===== config.mk =====
export PLATFORM = sky130hd
export DESIGN_NAME = grid_scan_driver
export DESIGN_NICKNAME = d
export VERILOG_FILES = /design/src/rtl/grid_pkg.sv /design/src/rtl/scan_timer.sv /design/src/rtl/grid_scan_driver.sv
export SDC_FILE = /design/constraint.sdc
export NUM_CORES = 1
export LEC_CHECK = 0
export BUFFER_PORTS_ARGS = -buffer_cell sky130_fd_sc_hd__buf_2
export CAP_MARGIN = 20
export CORE_ASPECT_RATIO = 0.8
export CORE_MARGIN = 8
export CORE_UTILIZATION = 35
export DETAILED_ROUTE_END_ITERATION = 16
export GPL_ROUTABILITY_DRIVEN = 0
export PLACE_DENSITY = 0.65
export SLEW_MARGIN = 20
export SYNTH_ARGS = -nofsm -noshare
export SYNTH_HDL_FRONTEND = slang
export SYNTH_HIERARCHICAL = 1
export SYNTH_SLANG_ARGS = --single-unit

===== constraint.sdc =====
create_clock -name clk -period 3.4 [get_ports clk]
set_clock_uncertainty 0.2 [all_clocks]
set_input_delay 0.17 -clock clk [delete_from_list [all_inputs] [get_ports clk]]
set_output_delay 0.17 -clock clk [all_outputs]
set_load 0.005 [all_outputs]

===== src/rtl/grid_pkg.sv =====
// Shared types and constants for the LED-matrix grid scan driver.
package grid_pkg;

  localparam int GRID_ROWS = 8;
  localparam int GRID_COLS = 8;
  localparam int GRID_BITS = GRID_ROWS * GRID_COLS;

  typedef enum logic [1:0] {
    IDLE  = 2'd0,
    LOAD  = 2'd1,
    SCAN  = 2'd2,
    BLANK = 2'd3
  } scan_state_t;

  // Width of a down-counter able to hold the larger of two cycle counts.
  function automatic int cnt_width(input int a, input int b);
    return $clog2(((a > b) ? a : b) + 1);
  endfunction

endpackage


===== src/rtl/scan_timer.sv =====
// Loadable down-counter with a zero flag; times both the row dwell and the
// blanking gap. Saturates at zero, so it can never wrap.
module scan_timer #(
  parameter int W = 4
) (
  input  logic         clk,
  input  logic         reset,
  input  logic         load,
  input  logic [W-1:0] load_val,
  output logic         zero
);

  logic [W-1:0] count_r;

  // Count register: load wins, otherwise decrement until zero.
  always_ff @(posedge clk or negedge reset) begin
    if (!reset) begin
      count_r <= {W{1'b0}};
    end else if (load) begin
      count_r <= load_val;
    end else if (count_r != {W{1'b0}}) begin
      count_r <= count_r - {{(W-1){1'b0}}, 1'b1};
    end else begin
      count_r <= count_r;
    end
  end

  assign zero = (count_r == {W{1'b0}});

endmodule


===== src/rtl/grid_scan_driver.sv =====
// Row-scans a snapshot of the Life grid onto a multiplexed LED matrix.
// The grid is captured only in the LOAD cycle at a frame boundary, so a
// generation change never tears a frame in progress.
module grid_scan_driver
  import grid_pkg::*;
#(
  parameter int ROWS      = GRID_ROWS,
  parameter int COLS      = GRID_COLS,
  parameter int DWELL     = 1000,
  parameter int BLANK_CYC = 4
) (
  input  logic                 clk,
  input  logic                 reset,
  input  logic                 enable,
  input  logic [ROWS*COLS-1:0] grid,
  input  logic                 grid_valid,
  output logic [ROWS-1:0]      row_sel,
  output logic [COLS-1:0]      col_data,
  output logic                 frame_done,
  output logic                 busy
);

  localparam int CW = cnt_width(DWELL, BLANK_CYC);
  localparam int RW = (ROWS > 1) ? $clog2(ROWS) : 1;
  localparam logic [CW-1:0] DWELL_LD = CW'(DWELL - 1);
  localparam logic [CW-1:0] BLANK_LD = CW'(BLANK_CYC - 1);
  localparam logic [RW-1:0] LAST_ROW = RW'(ROWS - 1);

  scan_state_t            state_r, state_s;
  logic [RW-1:0]          row_r, row_s;
  logic [ROWS*COLS-1:0]   shadow_r, shadow_s;
  logic                   pending_r, pending_s;
  logic                   tmr_load_s;
  logic [CW-1:0]          tmr_val_s;
  logic                   tmr_zero_s;
  logic                   frame_done_s;
  logic [ROWS-1:0]        row_sel_r, row_sel_s;
  logic [COLS-1:0]        col_data_r, col_data_s;
  logic                   frame_done_r;
  logic                   busy_r;

  scan_timer #(.W(CW)) u_timer (
    .clk      (clk),
    .reset    (reset),
    .load     (tmr_load_s),
    .load_val (tmr_val_s),
    .zero     (tmr_zero_s)
  );

  // Next-state logic: frame sequencing, snapshot capture and pending tracking.
  always_comb begin
    state_s      = state_r;
    row_s        = row_r;
    shadow_s     = shadow_r;
    pending_s    = pending_r | grid_valid;
    tmr_load_s   = 1'b0;
    tmr_val_s    = {CW{1'b0}};
    frame_done_s = 1'b0;
    case (state_r)
      IDLE: begin
        if (enable) begin
          state_s = LOAD;
        end else begin
          state_s = IDLE;
        end
      end
      LOAD: begin
        row_s      = {RW{1'b0}};
        state_s    = SCAN;
        tmr_load_s = 1'b1;
        tmr_val_s  = DWELL_LD;
        if (pending_r) begin
          // A grid_valid arriving with this capture is already consumed.
          shadow_s  = grid;
          pending_s = 1'b0;
        end else begin
          shadow_s  = shadow_r;
        end
      end
      SCAN: begin
        if (tmr_zero_s) begin
          state_s    = BLANK;
          tmr_load_s = 1'b1;
          tmr_val_s  = BLANK_LD;
        end else begin
          state_s    = SCAN;
        end
      end
      BLANK: begin
        if (tmr_zero_s) begin
          if (row_r == LAST_ROW) begin
            // Frame boundary: the only point besides IDLE where enable matters.
            frame_done_s = 1'b1;
            state_s      = enable ? LOAD : IDLE;
          end else begin
            row_s      = row_r + RW'(1);
            state_s    = SCAN;
            tmr_load_s = 1'b1;
            tmr_val_s  = DWELL_LD;
          end
        end else begin
          state_s = BLANK;
        end
      end
      default: begin
        state_s = IDLE;
      end
    endcase
  end

  // Output decode from the next state so the registered outputs line up with it.
  always_comb begin
    row_sel_s  = {ROWS{1'b0}};
    col_data_s = {COLS{1'b0}};
    if (state_s == SCAN) begin
      row_sel_s[row_s] = 1'b1;
      col_data_s       = shadow_s[row_s*COLS +: COLS];
    end else begin
      row_sel_s  = {ROWS{1'b0}};
      col_data_s = {COLS{1'b0}};
    end
  end

  // State, snapshot and registered outputs.
  always_ff @(posedge clk or negedge reset) begin
    if (!reset) begin
      state_r      <= IDLE;
      row_r        <= {RW{1'b0}};
      shadow_r     <= {(ROWS*COLS){1'b0}};
      pending_r    <= 1'b1;
      row_sel_r    <= {ROWS{1'b0}};
      col_data_r   <= {COLS{1'b0}};
      frame_done_r <= 1'b0;
      busy_r       <= 1'b0;
    end else begin
      state_r      <= state_s;
      row_r        <= row_s;
      shadow_r     <= shadow_s;
      pending_r    <= pending_s;
      row_sel_r    <= row_sel_s;
      col_data_r   <= col_data_s;
      frame_done_r <= frame_done_s;
      busy_r       <= (state_s != IDLE);
    end
  end

  assign row_sel    = row_sel_r;
  assign col_data   = col_data_r;
  assign frame_done = frame_done_r;
  assign busy       = busy_r;

endmodule


Word level (Yosys, flattened, before mapping)

Cells that the tools add are included.

Eq/ne operators: 5
Reductions and logical operators: 6
$lt $le $gt $ge: 2
Add/subtract/negate cells: 2
Multiplexer cells: 29
Shifts and indexed selects: 1
Bitwise gates (word level): 1

Operator list:

| cell                  | number |
|---|---|
| $mux 64               | 2 |
| $shiftx 64x7->8       | 1 |
| $mux 10               | 4 |
| $pmux 10 s3           | 1 |
| $mux 8                | 2 |
| $mux 1                | 11 |
| $logic_not 10->1      | 1 |
| $reduce_bool 10->1    | 1 |
| $sub 10x1->10 const B | 1 |
| $pmux 2 s4            | 1 |
| $eq 2x2->1 const B    | 3 |
| $mux 2                | 3 |
| $mux 3                | 2 |
| $pmux 3 s2            | 1 |
| $lt 3x4->1 const B    | 1 |
| $reduce_bool 2->1     | 2 |
| $add 3x1->3 const B   | 1 |
| $demux 1 s3           | 1 |
| $eq 3x3->1 const B    | 1 |
| $ge 3x1->1 const B    | 1 |
| $pmux 1 s3            | 1 |
| $eq 2x1->1 const B    | 1 |
| $logic_not 2->1       | 1 |
| $logic_and 1x1->1     | 1 |
| $or 1x1->1            | 1 |

Register bits after elaboration: 98
Word-level logic and storage cells: 55
Bits of input ports: 68

Logic depth before layout (Yosys ltp)

Depth after elaboration: 9
Mapped depth: 15
Gate-level depth less buffers: 11

Hierarchy

The synthesis kept the hierarchy.

By module, submodules not included:

| module           | sequential area each (um^2) | cells each | times used | area an instance (um^2) |
|---|---|---|---|---|
| grid_scan_driver | 2203.4                      | 322        | 1          | 4015.1 |
| scan_timer       | 250.2                       | 63         | 1          | 606.8 |

Worst setup path before layout

OpenSTA, ideal clock, no wires.

Path kind: reg2reg
Start: reg u_timer.count_r[0]
End: reg col_data_r[6], in the netlist col_data[6]
Path slack: 0.670 ns
Data arrival time: 2.410 ns
Required time: 3.080 ns
Cell stages (with the launch flop): 13
Clock period less this slack: 2.730 ns
Path buffers: 2
Cells stage by stage: dfrtp_1 > inv_1 > ha_1 > nor3b_1 > and3_1 > buf_6 > buf_4 > nand3_2 > or3b_1 > a21oi_2 > a21boi_0 > o22ai_1 > and3_1

Longest elaborated chain between the ends: 5

Ends and longest elaborated chain:

| element                                              | line                                             | text |
|---|---|---|
| from (decl)                                          | scan_timer.sv:13                                 | `logic [W-1:0] count_r;` |
| from (signal assigned)                               | scan_timer.sv:18                                 | `count_r <= {W{1'b0}};` |
| from (signal assigned)                               | scan_timer.sv:20                                 | `count_r <= load_val;` |
| from (signal assigned)                               | scan_timer.sv:22                                 | `count_r <= count_r - {{(W-1){1'b0}}, 1'b1};` |
| $logic_not 10->1 (*)                                 | scan_timer.sv:28                                 | `assign zero = (count_r == {W{1'b0}});` |
| net tmr_zero_s                                       | grid_scan_driver.sv:35                           | `logic tmr_zero_s;` |
| $mux 3 (tied with other cells)                       | grid_scan_driver.sv:90                           | `if (tmr_zero_s) begin` |
| $pmux 3 s2 / $pmux 2 s4 (equally long branches)      | grid_scan_driver.sv:59                           | `case (state_r)` |
| $shiftx 64x7->8 / $eq 2x2->1 (equally long branches) | grid_scan_driver.sv:117, grid_scan_driver.sv:115 |  |
| $mux 8 (*)                                           | grid_scan_driver.sv:115                          | `if (state_s == SCAN) begin` |
| net col_data_s[6]                                    | grid_scan_driver.sv:38                           | `logic [COLS-1:0] col_data_r, col_data_s;` |
| to (signal assigned)                                 | grid_scan_driver.sv:132                          | `col_data_r <= {COLS{1'b0}};` |
| to (signal assigned)                                 | grid_scan_driver.sv:141                          | `col_data_r <= col_data_s;` |
| to (decl)                                            | grid_scan_driver.sv:38                           |  |

Mark *: on every way through the listed nets, which the timed path passes. The rest lies on a longest branch.
A chain may end at the register's enable or synchronous reset.

Final worst setup path

Start: reg u_timer.count_r[0]
End: reg col_data_r[5], in the netlist col_data[5]

The elaborated chain is that of the path after synthesis.

==> results_dict.tcl <==
set metrics [dict create \
    switching_share 0.2978 \
    synthesis.area_um2 4622 \
    comb_power_share 0.280 \
    post_route_cells_drive_above_1_share 0.3469 \
    ff2ff_setup_slack_ns 0.30 \
    timing.fmax_mhz 322.6 \
    number_of_design_rule_violations_left_by_the_first_detailed_router_iteration 218 \
    die_width_um 144.5 \
    setup_viol 0 \
    core_area_um2 12870 \
    skew_pair_late_insertion_delay_ns 0.34 \
    cts-htree-levels 3 \
    cts-root-to-sink-buffers 2 \
    ir_worst_vdd_mv 0.3176 \
    drv_slew 0 \
    dieArea_um2 17160 \
    area_delta_synth_final_pct 34.14 \
    final_antenna_net_count 0 \
    drt-vias-per-instance 4.804 \
    syn-mean-instance-area_um2 12.01 \
    drc 0 \
    cts-buffers-inserted 9 \
    power.density_cell_area_nw_per_um2 631.8 \
    placement.io_buffers 85 \
    timing_worst_setup_path_type "flop to flop" \
    p_sw_w 0.001166 \
    crit_required_ns 3.43 \
    finalWirelength_um 11630 \
    number_of_max_capacitance_violations_reported 0 \
    hold-worst-slack_ns 0.2106 \
    worst_tran_pin_value_ns 0.6652 \
    max-slew-margin-rel 0.5566 \
    run_status "complete, no violations" \
    async_flop_share 1.000 \
    clkSlewWorstSetupHoldPaths_ns 0.07 \
    pin_count 86 \
    min_cycle_time_layout_ns 3.100 \
    fin_crit_share 0.9118 \
    reg2reg_to "col_data[5]" \
    min-delay-path-class "primary input to async pin" \
    ys.flop_type "sky130_fd_sc_hd__dfrtp_1" \
    worstPathMaxFanout 39 \
    cpLargestDelayFamily "simple AND/OR/NAND/NOR gates" \
    antenna_found_initial 2 \
    filler_cells 1193 \
    critical_path_buf_inv_count 3 \
    clock-root-buffer "sky130_fd_sc_hd__clkbuf_16" \
    r2r.worst_path.cells 12 \
    tns_ns 0 \
    critical_path_max_stage_delay_ns 0.38 \
    worst_path_max_delay_cell "sky130_fd_sc_hd__dfrtp_1" \
    share_of_power_burned_in_registers 0.434 \
    timing.final.hold_violations 0 \
    track_usage 0.1405 \
    p_leak_nw 2.837 \
    floorplan.initialDensity 0.3591 \
    p_int_w 0.002751 \
    post_synth_inst_count 385 \
    die_y_um 118.8 \
    crit_path_start_kind "flop" \
    synth.yosys.warnings 6 \
    critical_path.cell_chain "inv_1 > ha_1 > nor3b_1 > and3_1 > nand3_2 > or3_1 > and2_4 > clkinv_2 > buf_12 > mux2i_1 > a32oi_1 > and3_1" \
    routedWlPerCell_um 16.17 \
    worst_path_most_repeated_cell "sky130_fd_sc_hd__and3_1" \
    drt-pass1-iter-count 4 \
    share_clk_of_total_power 0.286 \
    detailedPlacementHpwl_um 8213 \
    tritoncts "yes" \
    num_vias 3454 \
    synth_cell_type_count 52 \
    synth_enable_flop_cells 0 \
    synth-seq-cells 98 \
    rsz0062_at_grt "false" \
    fin_nets 607 \
    endpoint_kind "flop" \
    worstReg2RegStart "u_timer/count_r[0]" \
    rows 37 \
    grt_max_degree 51 \
    arrival_worst_endpoint_ns 3.13 \
    cts.sinks 98 \
    vias_in_the_first_global_route 3648 \
    seq_area_frac_synth 0.5309 \
    grt-ovfl-total 0 \
    grt_pass1_wl_um 19160 \
]
[registers in the layout, indices dropped and copies added, names as in the netlist]
| register | flops |
|---|---|
| shadow_r | 64 |
| busy | 1 |
| state_r | 2 |
| pending_r | 1 |
| row_sel | 8 |
| frame_done | 1 |
| u_timer/count_r | 10 |
| row_r | 3 |
| col_data | 8 |
[worst register-to-register path: cells and delay by family, from the launching register on]
kind            cells  cell delay, ns
flops               1            0.38
simple gates        6            1.46
compound gates      1            0.11
mux                 1            0.29
buf+inv             3            0.36
fa+ha+maj           1            0.21
[cell families (layout without fill, tap and decap cells)]
family	Yosys count	count (layout)	share of synthesized area
simple gates	107	107	0.1186
flops	98	98	0.5309
mux	83	83	0.1960
compound gates	52	52	0.08609
buf+inv	35	191	0.04899
xor+xnor	7	7	0.01327
fa+ha+maj	2	2	0.005413
other cells	1	4	0.0008113
[cells in the mapped netlist, types with 2 or more instances]
master,count,share of area
sky130_fd_sc_hd__and2_4,2,0.0038
sky130_fd_sc_hd__or3b_1,2,0.0038
sky130_fd_sc_hd__a21boi_0,9,0.015
sky130_fd_sc_hd__nor2_1,21,0.017
sky130_fd_sc_hd__xnor2_1,5,0.0095
sky130_fd_sc_hd__a21oi_1,4,0.0043
sky130_fd_sc_hd__xor2_1,2,0.0038
sky130_fd_sc_hd__dfrtp_1,97,0.53
sky130_fd_sc_hd__mux2_2,56,0.14
sky130_fd_sc_hd__mux2i_1,26,0.056
sky130_fd_sc_hd__nand2_2,2,0.0027
sky130_fd_sc_hd__ha_1,2,0.0054
sky130_fd_sc_hd__buf_4,10,0.016
sky130_fd_sc_hd__nor2b_1,3,0.0041
sky130_fd_sc_hd__and3_1,9,0.012
sky130_fd_sc_hd__inv_1,12,0.0097
sky130_fd_sc_hd__nor3_1,5,0.0054
sky130_fd_sc_hd__a211oi_1,4,0.0065
sky130_fd_sc_hd__buf_6,5,0.012
sky130_fd_sc_hd__a32oi_1,16,0.030
sky130_fd_sc_hd__a21oi_2,2,0.0038
sky130_fd_sc_hd__clkbuf_1,4,0.0032
sky130_fd_sc_hd__o31ai_1,2,0.0032
sky130_fd_sc_hd__buf_2,2,0.0022
sky130_fd_sc_hd__nand2b_1,2,0.0027
sky130_fd_sc_hd__o22ai_1,8,0.011
sky130_fd_sc_hd__nand2_1,47,0.038
sky130_fd_sc_hd__o21ai_2,2,0.0038
[what timing repair did]
item                      in CTS  in global routing
setup buffers                  0                  0
gates resized for setup        0                  0
hold endpoints to repair     115                  0
hold buffers                  67                  0
[per-layer routing]
layer | GRT usage | part of all wire
met1 | 0.1980 | 0.50
met2 | 0.2061 | 0.42
met3 | 0.04183 | 0.072
met4 | 0.03439 | 0.0078
met5 | 0 | 0
[stage by stage]
stage	utilization	cells	setup WS, ns	cell area (um^2)	power, W
6_report	0.4817	719	0.3000	6200	0.003917
5_1_grt	0.4817	719	0.1341	6200	0.004143
4_1_cts	0.4813	717	0.3070	6195	0.003939
3_5_place_dp	0.4030	634	0.3230	5186	0.002751
3_3_place_gp	0.4030	634	0.3870	5186	0.002711
2_1_floorplan	-	386	0.6704	4626	0.002424
[cell type report]
cell class              count  area [um^2]  area share
well taps                 175        219.0     0.03532
flip-flops and latches     98         2454      0.3958
diodes                      2        5.005   0.0008073
repair buffers            162         1186      0.1913
inverters                  13        50.05    0.008073
clock buffers              11        252.7     0.04077
clock inverters             5        85.08     0.01372
multi-input cells         253         1948      0.3142
[power by group through the flow]
stage,Combinational [W],Clock (W),Sequential [W]
2_1_floorplan,0.000775,0,0.00165
3_3_place_gp,0.00101,0,0.00171
3_5_place_dp,0.00104,0,0.00172
4_1_cts,0.00110,0.00114,0.00170
5_1_grt,0.00121,0.00119,0.00174
6_report,0.00110,0.00112,0.00170
[layout by cell type, fill, tap and decap left out, drive strengths merged, types with 3 or more instances in the layout]
cell type    synthesis  layout
mux2i               26      26
nand2               49      49
nor2                22      22
a211oi               4       4
nor3                 6       6
clkbuf               4      11
a21oi                6       6
inv                 12      13
dlygate4sd3          0      67
o21ai                3       3
dfrtp               97      97
nor2b                4       4
and2                 4       4
o22ai                8       8
a32oi               16      16
a21boi               9       9
buf                 18      95
mux2                57      57
xnor2                5       5
and3                 9       9
[worst max-delay path by stage]
stage / cells past startpoint / end / start / slack, ns
final: 12 / col_data[5] / u_timer/count_r[0] / 0.30
after global placement: 12 / col_data[2] / u_timer/count_r[0] / 0.39
after detailed placement: 12 / col_data[3] / u_timer/count_r[0] / 0.32
after floorplan: 12 / col_data[6] / u_timer/count_r[0] / 0.67
after global routing: 12 / col_data[2] / u_timer/count_r[0] / 0.13
after CTS: 12 / col_data[3] / u_timer/count_r[0] / 0.31
(Power assumes the default switching activity.)
